File: config.mk
export PLATFORM = sky130hd
export DESIGN_NAME = uart_fifo_control_flat
export DESIGN_NICKNAME = d
export VERILOG_FILES = /design/src/rtl/uart_pkg.sv /design/src/rtl/uart_fifo_control_if.sv /design/src/rtl/async_receiver.sv /design/src/rtl/async_transmitter.sv /design/src/rtl/uart_fifo.sv /design/src/rtl/uart_fifo_control.sv /design/src/flat_wrapper.sv
export SDC_FILE = /design/constraint.sdc
export NUM_CORES = 1
export LEC_CHECK = 0
export BUFFER_PORTS_ARGS = -buffer_cell sky130_fd_sc_hd__buf_2
export CAP_MARGIN = 10
export CORE_MARGIN = 2
export CORE_UTILIZATION = 55
export CTS_CLUSTER_DIAMETER = 60
export DETAILED_ROUTE_END_ITERATION = 6
export PLACE_DENSITY_LB_ADDON = 0.08
export SLEW_MARGIN = 5
export SYNTH_ARGS = -nofsm -noshare
export SYNTH_HDL_FRONTEND = slang
export SYNTH_SLANG_ARGS = --single-unit
File: constraint.sdc
create_clock -name clk -period 8.1 [get_ports clk]
set_input_delay 1.62 -clock clk [delete_from_list [all_inputs] [get_ports clk]]
set_output_delay 1.62 -clock clk [all_outputs]
set_load 0.01 [all_outputs]
File: src/rtl/uart_pkg.sv
// Shared TX FSM encodings, default register addresses and baud-divisor helper
// for the UART FIFO controller.
package uart_pkg;

  typedef enum logic [1:0] {
    TX_IDLE,
    TX_START,
    TX_HOLD
  } tx_state_e;

  localparam logic [31:0] DEFAULT_DATA_ADDR = 32'hBFD003F8;
  localparam logic [31:0] DEFAULT_STAT_ADDR = 32'hBFD003FC;

  function automatic int unsigned clks_per_bit(input int unsigned clk_freq,
                                               input int unsigned baud);
    return clk_freq / baud;
  endfunction

endpackage

File: src/rtl/uart_fifo_control_if.sv
// MEM-stage bus seen by the UART FIFO controller: CPU side is master, UART is slave.
interface uart_fifo_control_if;
  logic [3:0]  memOp_i;
  logic [31:0] addr_i;
  logic [31:0] storeData_i;
  logic [31:0] loadData_o;
  logic        pauseRequest;
  logic        dataReady;
  logic        writeReady;
  logic        rxOverrun_o;

  modport master (
    output memOp_i, addr_i, storeData_i,
    input  loadData_o, pauseRequest, dataReady, writeReady, rxOverrun_o
  );

  modport slave (
    input  memOp_i, addr_i, storeData_i,
    output loadData_o, pauseRequest, dataReady, writeReady, rxOverrun_o
  );
endinterface

File: src/rtl/async_receiver.sv
// 8N1 serial receiver sampling mid-bit; a byte is held with RxD_data_ready
// until RxD_clear, and frames with a bad stop bit are dropped.
module async_receiver
    import uart_pkg::*;
#(
    parameter int unsigned CLK_FREQ = 50000000,
    parameter int unsigned BAUD     = 9600
) (
    input  logic       clk,
    input  logic       rst,
    input  logic       RxD,
    input  logic       RxD_clear,
    output logic       RxD_data_ready,
    output logic [7:0] RxD_data
);
    localparam int unsigned CPB  = clks_per_bit(CLK_FREQ, BAUD);
    localparam int unsigned HALF = CPB / 2;
    localparam int unsigned TW   = $clog2(CPB) + 1;

    typedef enum logic [1:0] {RxIdle, RxStart, RxData, RxStop} rx_state_e;

    rx_state_e     state_q, state_d;
    logic [1:0]    sync_q;
    logic [TW-1:0] tick_q, tick_d;
    logic [2:0]    bits_q, bits_d;
    logic [7:0]    shift_q, shift_d, data_q, data_d;
    logic          ready_q, ready_d, rxd_s;

    assign rxd_s          = sync_q[1];
    assign RxD_data_ready = ready_q;
    assign RxD_data       = data_q;

    always_comb begin
        state_d = state_q;
        tick_d  = tick_q;
        bits_d  = bits_q;
        shift_d = shift_q;
        data_d  = data_q;
        ready_d = ready_q;
        if (RxD_clear) ready_d = 1'b0;
        unique case (state_q)
            RxIdle: begin
                tick_d = '0;
                if (!rxd_s) state_d = RxStart;
            end
            RxStart: begin
                if (tick_q == TW'(HALF - 1)) begin
                    tick_d  = '0;
                    bits_d  = '0;
                    state_d = rxd_s ? RxIdle : RxData;
                end else tick_d = tick_q + 1'b1;
            end
            RxData: begin
                if (tick_q == TW'(CPB - 1)) begin
                    tick_d  = '0;
                    shift_d = {rxd_s, shift_q[7:1]};
                    bits_d  = bits_q + 1'b1;
                    if (bits_q == 3'd7) state_d = RxStop;
                end else tick_d = tick_q + 1'b1;
            end
            RxStop: begin
                if (tick_q == TW'(CPB - 1)) begin
                    state_d = RxIdle;
                    if (rxd_s) begin
                        data_d  = shift_q;
                        ready_d = 1'b1;
                    end
                end else tick_d = tick_q + 1'b1;
            end
            default: state_d = RxIdle;
        endcase
    end

    always_ff @(posedge clk) begin
        if (!rst) begin
            state_q <= RxIdle;
            sync_q  <= 2'b11;
            tick_q  <= '0;
            bits_q  <= '0;
            shift_q <= '0;
            data_q  <= '0;
            ready_q <= 1'b0;
        end else begin
            state_q <= state_d;
            sync_q  <= {sync_q[0], RxD};
            tick_q  <= tick_d;
            bits_q  <= bits_d;
            shift_q <= shift_d;
            data_q  <= data_d;
            ready_q <= ready_d;
        end
    end
endmodule

File: src/rtl/async_transmitter.sv
// 8N1 serial transmitter. No reset: a frame in progress always runs to its stop
// bit, and any power-up value of the bit counter drains to idle on its own.
module async_transmitter
    import uart_pkg::*;
#(
    parameter int unsigned CLK_FREQ = 50000000,
    parameter int unsigned BAUD     = 9600
) (
    input  logic       clk,
    input  logic       TxD_start,
    input  logic [7:0] TxD_data,
    output logic       TxD,
    output logic       TxD_busy
);
    localparam int unsigned CPB = clks_per_bit(CLK_FREQ, BAUD);
    localparam int unsigned TW  = $clog2(CPB) + 1;

    logic [TW-1:0] tick_q;
    logic [3:0]    bits_q;
    logic [9:0]    shift_q;

    assign TxD_busy = bits_q != 4'd0;
    assign TxD      = TxD_busy ? shift_q[0] : 1'b1;

    always_ff @(posedge clk) begin
        if (!TxD_busy) begin
            tick_q <= '0;
            if (TxD_start) begin
                shift_q <= {1'b1, TxD_data, 1'b0};
                bits_q  <= 4'd10;
            end
        end else if (tick_q >= TW'(CPB - 1)) begin
            tick_q  <= '0;
            shift_q <= {1'b1, shift_q[9:1]};
            bits_q  <= bits_q - 1'b1;
        end else begin
            tick_q <= tick_q + 1'b1;
        end
    end
endmodule

File: src/rtl/uart_fifo.sv
// Power-of-two circular FIFO with occupancy count; push is accepted at full
// when a pop happens in the same cycle.
module uart_fifo #(
    parameter int unsigned DEPTH = 16,
    parameter int unsigned WIDTH = 8
) (
    input  logic                     clk,
    input  logic                     rst,
    input  logic                     push,
    input  logic                     pop,
    input  logic [WIDTH-1:0]         wdata,
    output logic [WIDTH-1:0]         rdata,
    output logic                     full,
    output logic                     empty,
    output logic [$clog2(DEPTH):0]   count
);
    localparam int unsigned AW = $clog2(DEPTH);
    localparam int unsigned CW = AW + 1;

    logic [WIDTH-1:0] mem [DEPTH];
    logic [AW-1:0]    wr_ptr_q, rd_ptr_q;
    logic [CW-1:0]    count_q, count_d;
    logic             do_push, do_pop;

    assign full    = count_q == CW'(DEPTH);
    assign empty   = count_q == '0;
    assign count   = count_q;
    assign rdata   = mem[rd_ptr_q];
    assign do_pop  = pop && !empty;
    assign do_push = push && (!full || do_pop);

    always_comb begin
        count_d = count_q;
        unique case ({do_push, do_pop})
            2'b10:   count_d = count_q + 1'b1;
            2'b01:   count_d = count_q - 1'b1;
            default: count_d = count_q;
        endcase
    end

    always_ff @(posedge clk) begin
        if (!rst) begin
            wr_ptr_q <= '0;
            rd_ptr_q <= '0;
            count_q  <= '0;
        end else begin
            if (do_push) wr_ptr_q <= wr_ptr_q + 1'b1;
            if (do_pop)  rd_ptr_q <= rd_ptr_q + 1'b1;
            count_q <= count_d;
        end
    end

    always_ff @(posedge clk) begin
        if (do_push) mem[wr_ptr_q] <= wdata;
    end
endmodule

File: src/rtl/uart_fifo_control.sv
// Memory-mapped UART with RX/TX FIFOs and MEM-stage stall; define
// UART_STATUS_REG_EN to map the status register at STAT_ADDR.
`ifndef MEM_LB
`define MEM_LB 4'd1
`endif
`ifndef MEM_SB
`define MEM_SB 4'd5
`endif

module uart_fifo_control
    import uart_pkg::*;
#(
    parameter int unsigned FIFO_DEPTH = 16,
    parameter int unsigned CLK_FREQ   = 50000000,
    parameter int unsigned BAUD       = 9600,
    parameter logic [31:0] DATA_ADDR  = DEFAULT_DATA_ADDR,
    parameter logic [31:0] STAT_ADDR  = DEFAULT_STAT_ADDR
) (
    input  logic               clk,
    input  logic               rst,
    input  logic               rxd,
    output logic               txd,
    uart_fifo_control_if.slave bus
);
    localparam int unsigned CW = $clog2(FIFO_DEPTH) + 1;

    tx_state_e     tx_state_q, tx_state_d;
    logic [7:0]    tx_head, rx_head, rx_byte;
    logic [CW-1:0] tx_count, rx_count;
    logic          tx_full, tx_empty, rx_full, rx_empty;
    logic          tx_push, tx_pop, rx_push, rx_pop;
    logic          tx_start, tx_busy, rx_ready, rx_clear;
    logic          sb_data, lb_data, lb_stat, stat_read, overrun_set;
    logic          rx_overrun_q, rx_overrun_d;
    logic [31:0]   status_word;
    logic          unused_store;

    assign unused_store = ^bus.storeData_i[31:8];

    // Every bus decode is gated by rst so no stall or load data leaks out during reset.
    assign sb_data = rst && bus.memOp_i == `MEM_SB && bus.addr_i == DATA_ADDR;
    assign lb_data = rst && bus.memOp_i == `MEM_LB && bus.addr_i == DATA_ADDR;
    assign lb_stat = rst && bus.memOp_i == `MEM_LB && bus.addr_i == STAT_ADDR;

    always_comb begin
        tx_state_d = tx_state_q;
        tx_start   = 1'b0;
        tx_pop     = 1'b0;
        unique case (tx_state_q)
            TX_IDLE:  if (!tx_empty && !tx_busy) tx_state_d = TX_START;
            TX_START: begin
                tx_start   = rst;
                tx_pop     = rst;
                tx_state_d = TX_HOLD;
            end
            TX_HOLD:  if (tx_busy) tx_state_d = TX_IDLE;
            default:  tx_state_d = TX_IDLE;
        endcase
    end

    assign tx_push     = sb_data && (!tx_full || tx_pop);
    assign rx_pop      = lb_data && !rx_empty;
    assign rx_clear    = rst && rx_ready;
    assign rx_push     = rx_clear && (!rx_full || rx_pop);
    assign overrun_set = rx_clear && rx_full && !rx_pop;

`ifdef UART_STATUS_REG_EN
    assign status_word = {29'b0, rx_overrun_q, bus.dataReady, bus.writeReady};
    assign stat_read   = lb_stat;
`else
    assign status_word = '0;
    assign stat_read   = 1'b0;
`endif

    always_comb begin
        rx_overrun_d = rx_overrun_q;
        if (stat_read)   rx_overrun_d = 1'b0;
        if (overrun_set) rx_overrun_d = 1'b1;
    end

    always_ff @(posedge clk) begin
        if (!rst) begin
            tx_state_q   <= TX_IDLE;
            rx_overrun_q <= 1'b0;
        end else begin
            tx_state_q   <= tx_state_d;
            rx_overrun_q <= rx_overrun_d;
        end
    end

    assign bus.pauseRequest = (sb_data && tx_full && !tx_pop) || (lb_data && rx_empty);
    assign bus.loadData_o   = rx_pop  ? {24'b0, rx_head} :
                              lb_stat ? status_word : 32'b0;
    assign bus.dataReady    = rx_count != '0;
    assign bus.writeReady   = tx_count != CW'(FIFO_DEPTH);
    assign bus.rxOverrun_o  = rx_overrun_q;

    uart_fifo #(.DEPTH(FIFO_DEPTH), .WIDTH(8)) u_tx_fifo (
        .clk   (clk),
        .rst   (rst),
        .push  (tx_push),
        .pop   (tx_pop),
        .wdata (bus.storeData_i[7:0]),
        .rdata (tx_head),
        .full  (tx_full),
        .empty (tx_empty),
        .count (tx_count)
    );

    uart_fifo #(.DEPTH(FIFO_DEPTH), .WIDTH(8)) u_rx_fifo (
        .clk   (clk),
        .rst   (rst),
        .push  (rx_push),
        .pop   (rx_pop),
        .wdata (rx_byte),
        .rdata (rx_head),
        .full  (rx_full),
        .empty (rx_empty),
        .count (rx_count)
    );

    async_transmitter #(.CLK_FREQ(CLK_FREQ), .BAUD(BAUD)) u_tx (
        .clk       (clk),
        .TxD_start (tx_start),
        .TxD_data  (tx_head),
        .TxD       (txd),
        .TxD_busy  (tx_busy)
    );

    async_receiver #(.CLK_FREQ(CLK_FREQ), .BAUD(BAUD)) u_rx (
        .clk            (clk),
        .rst            (rst),
        .RxD            (rxd),
        .RxD_clear      (rx_clear),
        .RxD_data_ready (rx_ready),
        .RxD_data       (rx_byte)
    );
endmodule

File: src/flat_wrapper.sv
// flat-port wrapper written by rule: the top's interface ports become plain ports
module uart_fifo_control_flat import uart_pkg::*;
#(
    parameter int unsigned FIFO_DEPTH = 16,
    parameter int unsigned CLK_FREQ   = 50000000,
    parameter int unsigned BAUD       = 9600,
    parameter logic [31:0] DATA_ADDR  = DEFAULT_DATA_ADDR,
    parameter logic [31:0] STAT_ADDR  = DEFAULT_STAT_ADDR
)
  (clk, rst, rxd, txd, bus_memOp_i, bus_addr_i, bus_storeData_i, bus_loadData_o, bus_pauseRequest, bus_dataReady, bus_writeReady, bus_rxOverrun_o);
  uart_fifo_control_if bus_i ();
  input  logic clk;
  input  logic rst;
  input  logic rxd;
  output logic txd;
  input wire logic [$bits(bus_i.memOp_i)-1:0] bus_memOp_i;
  input wire logic [$bits(bus_i.addr_i)-1:0] bus_addr_i;
  input wire logic [$bits(bus_i.storeData_i)-1:0] bus_storeData_i;
  output wire logic [$bits(bus_i.loadData_o)-1:0] bus_loadData_o;
  output wire logic [$bits(bus_i.pauseRequest)-1:0] bus_pauseRequest;
  output wire logic [$bits(bus_i.dataReady)-1:0] bus_dataReady;
  output wire logic [$bits(bus_i.writeReady)-1:0] bus_writeReady;
  output wire logic [$bits(bus_i.rxOverrun_o)-1:0] bus_rxOverrun_o;
  assign bus_i.memOp_i = bus_memOp_i;
  assign bus_i.addr_i = bus_addr_i;
  assign bus_i.storeData_i = bus_storeData_i;
  assign bus_loadData_o = bus_i.loadData_o;
  assign bus_pauseRequest = bus_i.pauseRequest;
  assign bus_dataReady = bus_i.dataReady;
  assign bus_writeReady = bus_i.writeReady;
  assign bus_rxOverrun_o = bus_i.rxOverrun_o;
  uart_fifo_control #(.FIFO_DEPTH(FIFO_DEPTH), .CLK_FREQ(CLK_FREQ), .BAUD(BAUD), .DATA_ADDR(DATA_ADDR), .STAT_ADDR(STAT_ADDR)) u_core (.clk(clk), .rst(rst), .rxd(rxd), .txd(txd), .bus(bus_i));
endmodule
---- After elaboration in Yosys (flattened, before gate mapping) ----
Memory sizes are Yosys's and may differ from the RTL's. A register that Yosys moved wholly into a read port is not among the register bits.
Cells that the tools add are included.
word-level totals
  register bits ........................... 95
  bits in latches ......................... 0
  RAM bits ................................ 256
  bits in read-only memories .............. 0
  bits of input ports ..................... 71
  output and inout port bits .............. 37
  logic and storage cells ................. 148
  memories kept ........................... 2
operators by class
  add/sub/neg operators ................... 12
  $mul .................................... 0
  divide/modulo/power cells ............... 0
  order comparisons ....................... 1
  equal/unequal tests ..................... 27
  shift operators ......................... 0
  multiplexer cells ....................... 40
  bitwise operators ....................... 1
  reductions and logical operators ........ 47
memory list
  name                  words  width  read ports  clocked after Yosys merged registers in  write ports  line             RTL
  u_core.u_rx_fifo.mem  16     8      1           1                                        1            uart_fifo.sv:20  logic [WIDTH-1:0] mem [DEPTH];
  u_core.u_tx_fifo.mem  16     8      1           1                                        1            uart_fifo.sv:20
operators with widths
  cell                                                                      number
  14-bit one-hot mux with 4 select lines                                    1
  14-bit 2-to-1 mux                                                         3
  32-bit equality test (second input constant)                              1
  10-bit 2-to-1 mux                                                         3
  14-bit by 1-bit adder with 14-bit output (second input constant)          2
  4-bit 2-to-1 mux                                                          7
  5-bit one-hot mux with 2 select lines                                     2
  1-bit logical AND                                                         18
  4-bit by 1-bit adder with 4-bit output (second input constant)            4
  2-bit 2-to-1 mux                                                          8
  14-bit by 12-bit equality test with 1-bit output (second input constant)  1
  14-bit by 13-bit equality test with 1-bit output (second input constant)  1
  14-bit by 13-bit >= comparator with 1-bit output (second input constant)  1
  2-bit inequality test (second input constant)                             7
  5-bit by 1-bit adder with 5-bit output (second input constant)            2
  2-bit equality test (second input constant)                               5
  5-bit equality test (second input constant)                               2
  5-bit zero test                                                           2
  1-bit 2-to-1 mux                                                          10
  5-bit by 1-bit subtractor with 5-bit output (second input constant)       2
  2-bit by 1-bit equality test with 1-bit output (second input constant)    4
  8-bit 2-to-1 mux                                                          1
  2-bit one-hot mux with 4 select lines                                     1
  2-bit nonzero test                                                        4
  other kinds (20)                                                          36

---- Longest topological paths before layout ----
Gate-level depths: netlist of run 1.
  depth after elaboration ................. 9
  gate-level depth with buffers ........... 15

---- Cells and area by module ----
From an unflattened synthesis of run 1, not the netlist that was laid out.
second synthesis, totals
  cells, all modules ...................... 1,016
  area total of the unflattened synthesis .. 15,257.1 um^2
modules (own cells, without submodules)
  module                         times used  cells an instance  area an instance (um^2)  sequential area each (um^2)
  uart_fifo at u_core.u_rx_fifo  1           321                5,906.9                  4,184.0
  uart_fifo at u_core.u_tx_fifo  1           323                5,835.6                  4,184.0
  async_receiver                 1           179                1,741.7                  760.7
  async_transmitter              1           119                1,217.4                  670.6
  uart_fifo_control              1           74                 555.5                    60.1

---- Worst setup path after synthesis of run 1 ----
OpenSTA, ideal clock, no wires.
  path type ............................... input-to-reg
  start ................................... input bus_addr_i[21]
  end ..................................... register u_core.u_rx_fifo.count_q[4], in the netlist u_core.u_rx_fifo.count[4]
  library setup time ...................... 0.070 ns
  data arrival time ....................... 4.402 ns
  data required time ...................... 8.030 ns
  slack ................................... 3.627 ns
  cell stages on the path ................. 13
  path buffers ............................ 1
  cell sequence ........................... nand4bb_1 > or3_4 > nor4_4 > o21a_4 > buf_6 > inv_1 > ha_1 > ha_1 > nor2b_1 > o21ai_0 > a21oi_1 > or4_1 > a21oi_1
on the way
  cells in the longest elaborated chain, start to end .. 8
  elaborated cells on any way between the ends .. 12
RTL lines
  item                                                                                          line                                      RTL
  start, declared                                                                               flat_wrapper.sv:17                        input wire logic [$bits(bus_i.addr_i)-1:0] bus_addr_i;
  32-bit equality test *                                                                        uart_fifo_control.sv:42                   assign lb_data = rst && bus.memOp_i == `MEM_LB && bus.addr_i == DATA_ADDR;
  1-bit logical AND *                                                                           uart_fifo_control.sv:42
  1-bit logical AND *                                                                           uart_fifo_control.sv:62                   assign rx_pop = lb_data && !rx_empty;
  1-bit logical OR / 1-bit logical AND (equally long branches)                                  uart_fifo_control.sv:64, uart_fifo.sv:29
  1-bit logical AND / 1-bit logical OR (equally long branches)                                  uart_fifo_control.sv:64, uart_fifo.sv:30
  1-bit logical AND                                                                             uart_fifo.sv:30                           assign do_push = push && (!full || do_pop);
  2-bit by 1-bit equality test with 1-bit output / 2-bit equality test (equally long branches)  uart_fifo.sv:34                           unique case ({do_push, do_pop})
  5-bit one-hot mux with 2 select lines / 2-bit nonzero test (equally long branches)            -
  end signal, assigned                                                                          uart_fifo.sv:49                           count_q <= count_d;
  end, declared                                                                                 uart_fifo.sv:22                           logic [CW-1:0] count_q, count_d;
Every way passes the cells marked *; elsewhere a longest branch is shown, timed or not.
A chain may end at the register's enable or synchronous reset.

---- Worst setup path in the final report of run 1 ----
  start ................................... input rst
  end ..................................... output bus_loadData_o[6]
on the way
  cells in the longest elaborated chain, start to end .. 4
RTL lines
  item                         line                     RTL
  start, declared              flat_wrapper.sv:13       input logic rst;
  1-bit logical AND (no line)  -
  1-bit logical AND            uart_fifo_control.sv:42
  1-bit logical AND            uart_fifo_control.sv:62
  8-bit 2-to-1 mux             uart_fifo_control.sv:92  assign bus.loadData_o = rx_pop ? {24'b0, rx_head} :
  end, declared                flat_wrapper.sv:19       output wire logic [$bits(bus_i.loadData_o)-1:0] bus_loadData_o;
Every way passes these cells.

==> summary.txt, run 1 <==
Status
  • Status: finished clean

Floorplanning
  • Initial Util: 55.45%
  • Row cnt: 60
  • Die width: 168.1 µm
  • Total die area: 28270 µm²
  • Core area: 26730 µm²
  • Top Ports: 108
  • Height of the die: 168.1 µm

Logic synthesis
  • Synth Area in Simple Gates: 9.262%
  • EDFF count, synth: 269
  • Synth area leaders: edfxtp_1 55%, dfxtp_1 12%, mux4_2 11%, mux2i_1 2.2%, nor2_1 2.2%
  • Cells after synthesis: 940
  • Ys flop type: edfxtp_1
  • Post-synth cell types: 64
  • Most instantiated library cell after synthesis: edfxtp_1
  • Asr flop ratio synth: 0%
  • Cell taking the most area after synthesis: edfxtp_1
  • Synth warn: 0
  • Post-synthesis average cell area: 15.77 µm²
  • Post-synthesis mux area share: 13.86%
  • Post-Synth Adder-Cell Area: 2.212%
  • Compound-cell area share of the yosys netlist: 2.854%
  • Flops & latches, synth: 358
  • Largest family of logic cells by synthesized area: multiplexers
  • Top-area cell type share of the netlist area: 54.51%
  • Seq/Total Area, Yosys: 66.53%
  • Xor/xnor cell area share of the yosys netlist: 1.832%
  • Top cells by count, synth: 269 x edfxtp_1, 89 x dfxtp_1, 88 x nor2_1
  • Cell Area, Synth: 14820 µm²

Routing
  • Met3 WL: 1292 µm
  • DRC viols: 0
  • Antenna viol nets, final: 0
  • Met1 WL: 13070 µm
  • Drt pass-1 iters: 5
  • Vias: 7823
  • Top sig layer: met4
  • Starting DRC count in detailed routing: 656
  • Routed wl met2: 12410 µm
  • Wirelength, routed: 27280 µm
  • Via-per-instance ratio: 5.673
  • WL/cell: 19.78 µm

Clock network
  • CTS buffer count: 39
  • CTS root buf: clkbuf_16
  • Clock-pin slew on the worst setup and hold paths: 0.06 ns
  • Post-CTS Resized: 0
  • CTS tree: done
  • Max Root-Sink Buffers: 3
  • Cts hold-fix bufs: 0
  • Worst-skew pair later-pin latency: 0.51 ns
  • Total setup buffers inserted after CTS: 0
  • Sink Count: 358
  • H-tree depth: 2

STA
  • Setup TNS: 0 ns
  • Worst clock skew: 0.01129 ns
  • Maximum clock rate: 194.5 MHz
  • Max-slew violations: 0
  • Worst rel slew slack: 28.73%
  • Worst setup margin: 2.959 ns
  • Final setup viols: 0
  • Tightest Pin Transition: 1.067 ns
  • Worst hold slack: 0.4199 ns
  • Period utilization: 63.47%
  • Final critical-path required period: 5.141 ns
  • Final hold vios: 0
  • RSZ-0062 raised after global routing: false

Placement
  • Dpl cells: 1311
  • Gp weighted congestion: 0.7661
  • Post-DP HPWL: 17310 µm
  • Post-place setup slack: 2.921 ns
  • PortBufs: 59

Global routing
  • Grt ovf: 0
  • Overall routing resource usage: 19.84%
  • Vias in the first global route: 7672
  • First-pass GRT wire length: 42840 µm
  • Initial antenna violation count: 0
  • Largest net degree at the start of global routing: 33

Finish
  • # diodes: 0
  • Synth-to-Final Area Change: 11.45%
  • Final net count: 1107
  • Layout cells sized above 1: 21.87%
  • Post-Layout Cell Count: 1379

Setup path
  • Crit-path max FO: 19
  • Crit path from: rst
  • R2R Path Start: u_core.u_tx_fifo.count[0]
  • Crit path required time: 6.48 ns
  • WS Path Type: primary input to primary output
  • Worst setup EP type: primary output
  • Crit path arrival time: 3.52 ns
  • Startpoint types: primary input

Worst hold path
  • Worst hold path type: flip-flop to flip-flop
  • Hold Startpoint: u_core.u_rx.sync_q[0]

Pwr
  • P per Cell Area: 228.9 nW/µm²
  • Leakage power: 0.005532 µW
  • Total power: 3781 µW
  • Max VDD drop: 136.1 µV

Run
  • MaxCap Viol Count: 0
-- worst max-delay path, cell delays in order --
cell and delay (ns):
buf_2 0.31, nor4b_2 0.29, and2_1 0.19, nand4_1 0.63
nor2b_1 0.31, buf_2 0.16
-- sequential cells by signal, indices dropped and copies added, names as in the netlist, named ones only --
name,count
u_core.u_rx_fifo.mem,128
u_core.u_tx_fifo.mem,128
u_core.u_rx.tick_q,14
u_core.u_tx.tick_q,14
u_core.u_tx.shift_q,9
u_core.u_rx.RxD_data,8
u_core.u_rx.shift_q,8
u_core.u_rx_fifo.count,5
u_core.u_tx_fifo.count,5
u_core.u_rx_fifo.rd_ptr_q,4
u_core.u_rx_fifo.wr_ptr_q,4
u_core.u_tx.bits_q,4
u_core.u_tx_fifo.rd_ptr_q,4
u_core.u_tx_fifo.wr_ptr_q,4
u_core.u_rx.bits_q,3
u_core.tx_state_q,2
u_core.u_rx.sync_q,2
u_core.bus.rxOverrun_o,1
u_core.u_rx.RxD_data_ready,1
u_core.u_rx.state_q,1
-- placed cells by master (no fill, tap or decap), drive strengths merged, types with 4 or more instances in the layout --
cell / synthesis / layout
a21oi: 24 / 24
mux4: 73 / 73
xnor2: 11 / 11
conb: 1 / 25
and2: 5 / 5
nor3: 22 / 22
edfxtp: 269 / 269
nand4: 9 / 9
clkbuf: 21 / 55
ha: 23 / 23
xor2: 20 / 20
nor4: 5 / 5
nor2: 88 / 88
a221o: 7 / 7
o31ai: 4 / 4
nand2b: 5 / 5
clkinv: 1 / 10
mux2: 7 / 7
inv: 28 / 31
dfxtp: 89 / 89
nand3: 16 / 16
nand2: 34 / 34
buf: 43 / 70
and4: 7 / 7
nor2b: 19 / 19
or3: 5 / 5
mux2i: 33 / 33
o21ai: 12 / 12
a21o: 4 / 4
and3: 18 / 18
-- path summary, 6_finish.rpt --
| check | to | slack, ns | depth (start not counted) |
|---|---|---|---|
| hold / removal | u_core.u_rx.sync_q[1] | 0.42 | 1 |
| setup reg to reg | u_core.u_tx_fifo.count[4] | 4.60 | 12 |
| hold reg to reg | u_core.u_rx.sync_q[1] | 0.42 | 1 |
| setup / recovery | bus_loadData_o[6] | 2.96 | 6 |
-- per-layer routing --
layer	vias up	global-route usage, %
li1	3682	-
met1	3915	30.13
met2	187	30.43
met3	39	3.173
met4	0	5.097
met5	-	0
-- final cells by class --
cell class                 instances  area, µm²
inverter                          29      111.4
clock inverter                    13      101.3
sequential                       358       9863
fill                            2002      10210
tap                              341      426.7
timing repair buffer              70      377.9
multi-input combinational        513       4547
clock buffer                      55       1089
-- cell families (layout without fill, tap and decap cells) --
| family | count (synthesis) | count (layout) |
|---|---|---|
| compound gates | 64 | 64 |
| xor+xnor | 31 | 31 |
| fa+ha+maj | 25 | 25 |
| buf+inv | 93 | 167 |
| flops | 358 | 358 |
| mux | 113 | 113 |
| other cells | 1 | 25 |
| simple gates | 255 | 255 |
-- stage by stage --
step                      area, µm²  utilization, %
after detailed placement      15330           57.35
after global placement        15330           57.35
after CTS                     16520           61.80
final                         16520           61.80
after floorplan               14910               -
after global routing          16520           61.80
-- where the power goes --
part / total, µW / switching [µW] / internal [µW]
sequential: 2020 / 16.0 / 2000
combinational: 117 / 69.9 / 47.5
clock: 1650 / 677 / 971
No activity file was read; power rests on OpenSTA's default activity.
==> run 2, diff against run 1 <==
==> constraint.sdc (replaced) <==
create_clock -name clk -period 5 [get_ports clk]
set_input_delay 1 -clock clk [delete_from_list [all_inputs] [get_ports clk]]
set_output_delay 1 -clock clk [all_outputs]
set_load 0.01 [all_outputs]
==> run 2 against run 1 <==
  * Via count down 0.41%
  * Clock skew up 0.0022 ns
  * Cell count up 0.58%
  * Total power up 66%
  * Combinational power up 66%
==> summary.txt, run 2 (same netlist as run 1, synthesis figures left out) <==
Finish
  • Highest-count cells in the layout ignoring fill and taps: 269 x edfxtp_1, 88 x nor2_1, 86 x dfxtp_1 (unchanged)
  • Area occupied by multi-input gates: 4542 µm² (was 4547 µm²)
  • Final net count: 1113 (was 1107)
  • Synth-to-Final Area Change: 12.26% (was 11.45%)
  • FILL cells: 2034 (was 2002)
  • Largest registers: u_core.u_rx_fifo.mem (128), u_core.u_tx_fifo.mem (128) (unchanged)
  • Post-route design area: 16640 µm² (was 16520 µm²)
  • Commonest non-fill, non-tap cell in the layout: edfxtp_1 (unchanged)
  • Layout cells sized above 1: 22.75% (was 21.87%)
  • Post-Layout Cell Count: 1387 (was 1379)
  • Reg area: 9863 µm² (unchanged)
  • # diodes: 0 (unchanged)

Floorplanning
  • Die width: 168.1 µm (unchanged)
  • Top Ports: 108 (unchanged)
  • Core area: 26730 µm² (unchanged)
  • Row cnt: 60 (unchanged)
  • Height of the die: 168.1 µm (unchanged)
  • Total die area: 28270 µm² (unchanged)
  • Initial Util: 55.45% (unchanged)

Global routing
  • First-pass GRT wire length: 43210 µm (was 42840 µm)
  • Met2 Use GR: 31.19% (was 30.43%)
  • Initial antenna violation count: 0 (unchanged)
  • Gr busiest metal: met2 (unchanged)
  • Overall routing resource usage: 20.00% (was 19.84%)
  • Met3 usage: 3.268% (was 3.173%)
  • Vias in the first global route: 7736 (was 7672)
  • Met1 Resource Use GR: 29.67% (was 30.13%)
  • Largest net degree at the start of global routing: 33 (unchanged)
  • Grt ovf: 0 (unchanged)

Worst hold path
  • Worst hold path type: flip-flop to flip-flop (unchanged)

Placement
  • Dpl cells: 1317 (was 1311)
  • PortBufs: 59 (unchanged)
  • Post-DP HPWL: 17420 µm (was 17310 µm)
  • Gp weighted congestion: 0.7500 (was 0.7661)
  • Placed inst area: 15370 µm² (was 15330 µm²)

STA
  • Final critical-path required period: 3.889 ns
  • Max-slew violations: 0 (unchanged)
  • Worst clock skew: 0.01353 ns (was 0.01129 ns)
  • RSZ-0062 raised after global routing: false (unchanged)
  • Maximum clock rate: 257.2 MHz
  • Period utilization: 77.77%
  • Setup TNS: 0 ns (unchanged)
  • Worst rel slew slack: 34.96% (was 28.73%)
  • Tightest Pin Transition: 0.9736 ns (was 1.067 ns)
  • Final setup viols: 0 (unchanged)
  • Final hold vios: 0 (unchanged)

Clock network
  • Worst-skew pair later-pin latency: 0.51 ns (about the same)
  • H-tree depth: 2 (unchanged)
  • Total setup buffers inserted after CTS: 0 (unchanged)
  • Cts hold-fix bufs: 0 (unchanged)
  • CTS root buf: clkbuf_16 (unchanged)
  • Sink Count: 358 (unchanged)
  • Post-CTS Resized: 0 (unchanged)
  • CTS buffer count: 39 (unchanged)
  • Max Root-Sink Buffers: 3 (unchanged)
  • CTS tree: done (unchanged)
  • Clock-pin slew on the worst setup and hold paths: 0.06 ns (about the same)

Routing
  • Via-per-instance ratio: 5.617 (was 5.673)
  • WL/cell: 19.85 µm (was 19.78 µm)
  • Wirelength, routed: 27530 µm (was 27280 µm)
  • Starting DRC count in detailed routing: 550 (was 656)
  • Antenna viol nets, final: 0 (unchanged)
  • DRC viols: 0 (unchanged)
  • Vias: 7791 (was 7823)
  • Drt pass-1 iters: 5 (unchanged)

Pwr
  • Comb pwr share: 3.1% (about the same)
  • Max VDD drop: 285.8 µV (was 136.1 µV)
  • Reg power frac: 52.1% (was 53.3%)
  • P per Cell Area: 376.5 nW/µm² (was 228.9 nW/µm²)
  • Leakage power: 0.005587 µW (was 0.005532 µW)
  • Clk network pwr share: 44.8% (was 43.6%)
  • Switching power: 1246 µW (was 762.5 µW)
  • Sw Ratio: 19.89% (was 20.17%)
  • Int Pwr: 5017 µW (was 3018 µW)

Setup path
  • Top cell by count, worst path: mux4_2 (was buf_2)
  • Startpoint types: flip-flop (was primary input)
  • Slowest CP cell: mux4_2 (was nand4_1)
  • Worst setup EP type: primary output (unchanged)
  • Crit-path max FO: 28 (was 19)
  • Bufs and invs on worst path: 2 (unchanged)
  • Crit path required time: 4.00 ns (was 6.48 ns)
  • Largest delay share family, worst path: multiplexers (was simple AND/OR/NAND/NOR gates)
  • WS Path Type: flip-flop to primary output (was primary input to primary output)
  • Worst path cell trace: buf_4 -> mux4_2 -> mux4_2 -> nor2b_1 -> buf_2 (was buf_2 -> nor4b_2 -> and2_1 -> nand4_1 -> nor2b_1 -> buf_2)
  • Crit path arrival time: 2.89 ns (was 3.52 ns)
  • CP max stage delay: 0.64 ns (was 0.63 ns)

Run
  • MaxCap Viol Count: 0 (unchanged)

Status
  • Status: finished clean (unchanged)
run 2: routing by layer:
metal | vias up | part of all wire [%]
met5 | - | 0
met4 | 0 | 2.4
met3 | 52 | 5.1
met2 | 193 | 45
met1 | 3844 | 47
li1 | 3702 | -
run 2: metrics by stage:
step                      utilization [%]  power [µW]  setup WS [ns]  hold WS (ns)
after global placement              57.50        3513         0.7733        0.3992
after floorplan                         -        3454          1.147        0.3863
after global routing                62.25        6464         0.8872        0.4373
final                               62.25        6263          1.111        0.4107
after detailed placement            57.50        3522         0.6906        0.3973
after CTS                           62.25        6320          1.030        0.4163
run 2: path summary, 6_finish.rpt:
check | startpoint | to | slack [ns] | cells past startpoint
worst max register to register | u_core.tx_state_q[0] | u_core.u_tx_fifo.count[4] | 1.75 | 11
worst max-delay path | flip-flop | bus_loadData_o[5] | 1.11 | 5
worst min register to register | u_core.u_rx.sync_q[0] | u_core.u_rx.sync_q[1] | 0.41 | 1
worst min-delay path | u_core.u_rx.sync_q[0] | u_core.u_rx.sync_q[1] | 0.41 | 1
run 2: cell type report:
| type | count | area share [%] |
|---|---|---|
| clock buffer | 53 | 6.619 |
| clock inverter | 17 | 1.015 |
| inverter | 29 | 0.6694 |
| multi-input combinational | 513 | 27.30 |
| sequential | 358 | 59.29 |
| tap | 341 | 2.565 |
| timing repair buffer | 76 | 2.542 |
run 2: power groups by stage:
stage / clock network (µW) / logic, µW / registers, µW
after detailed placement: 0 / 196 / 3330
after global routing: 2980 / 217 / 3270
after floorplan: 0 / 134 / 3320
final: 2800 / 194 / 3260
after CTS: 2860 / 196 / 3260
after global placement: 0 / 187 / 3330
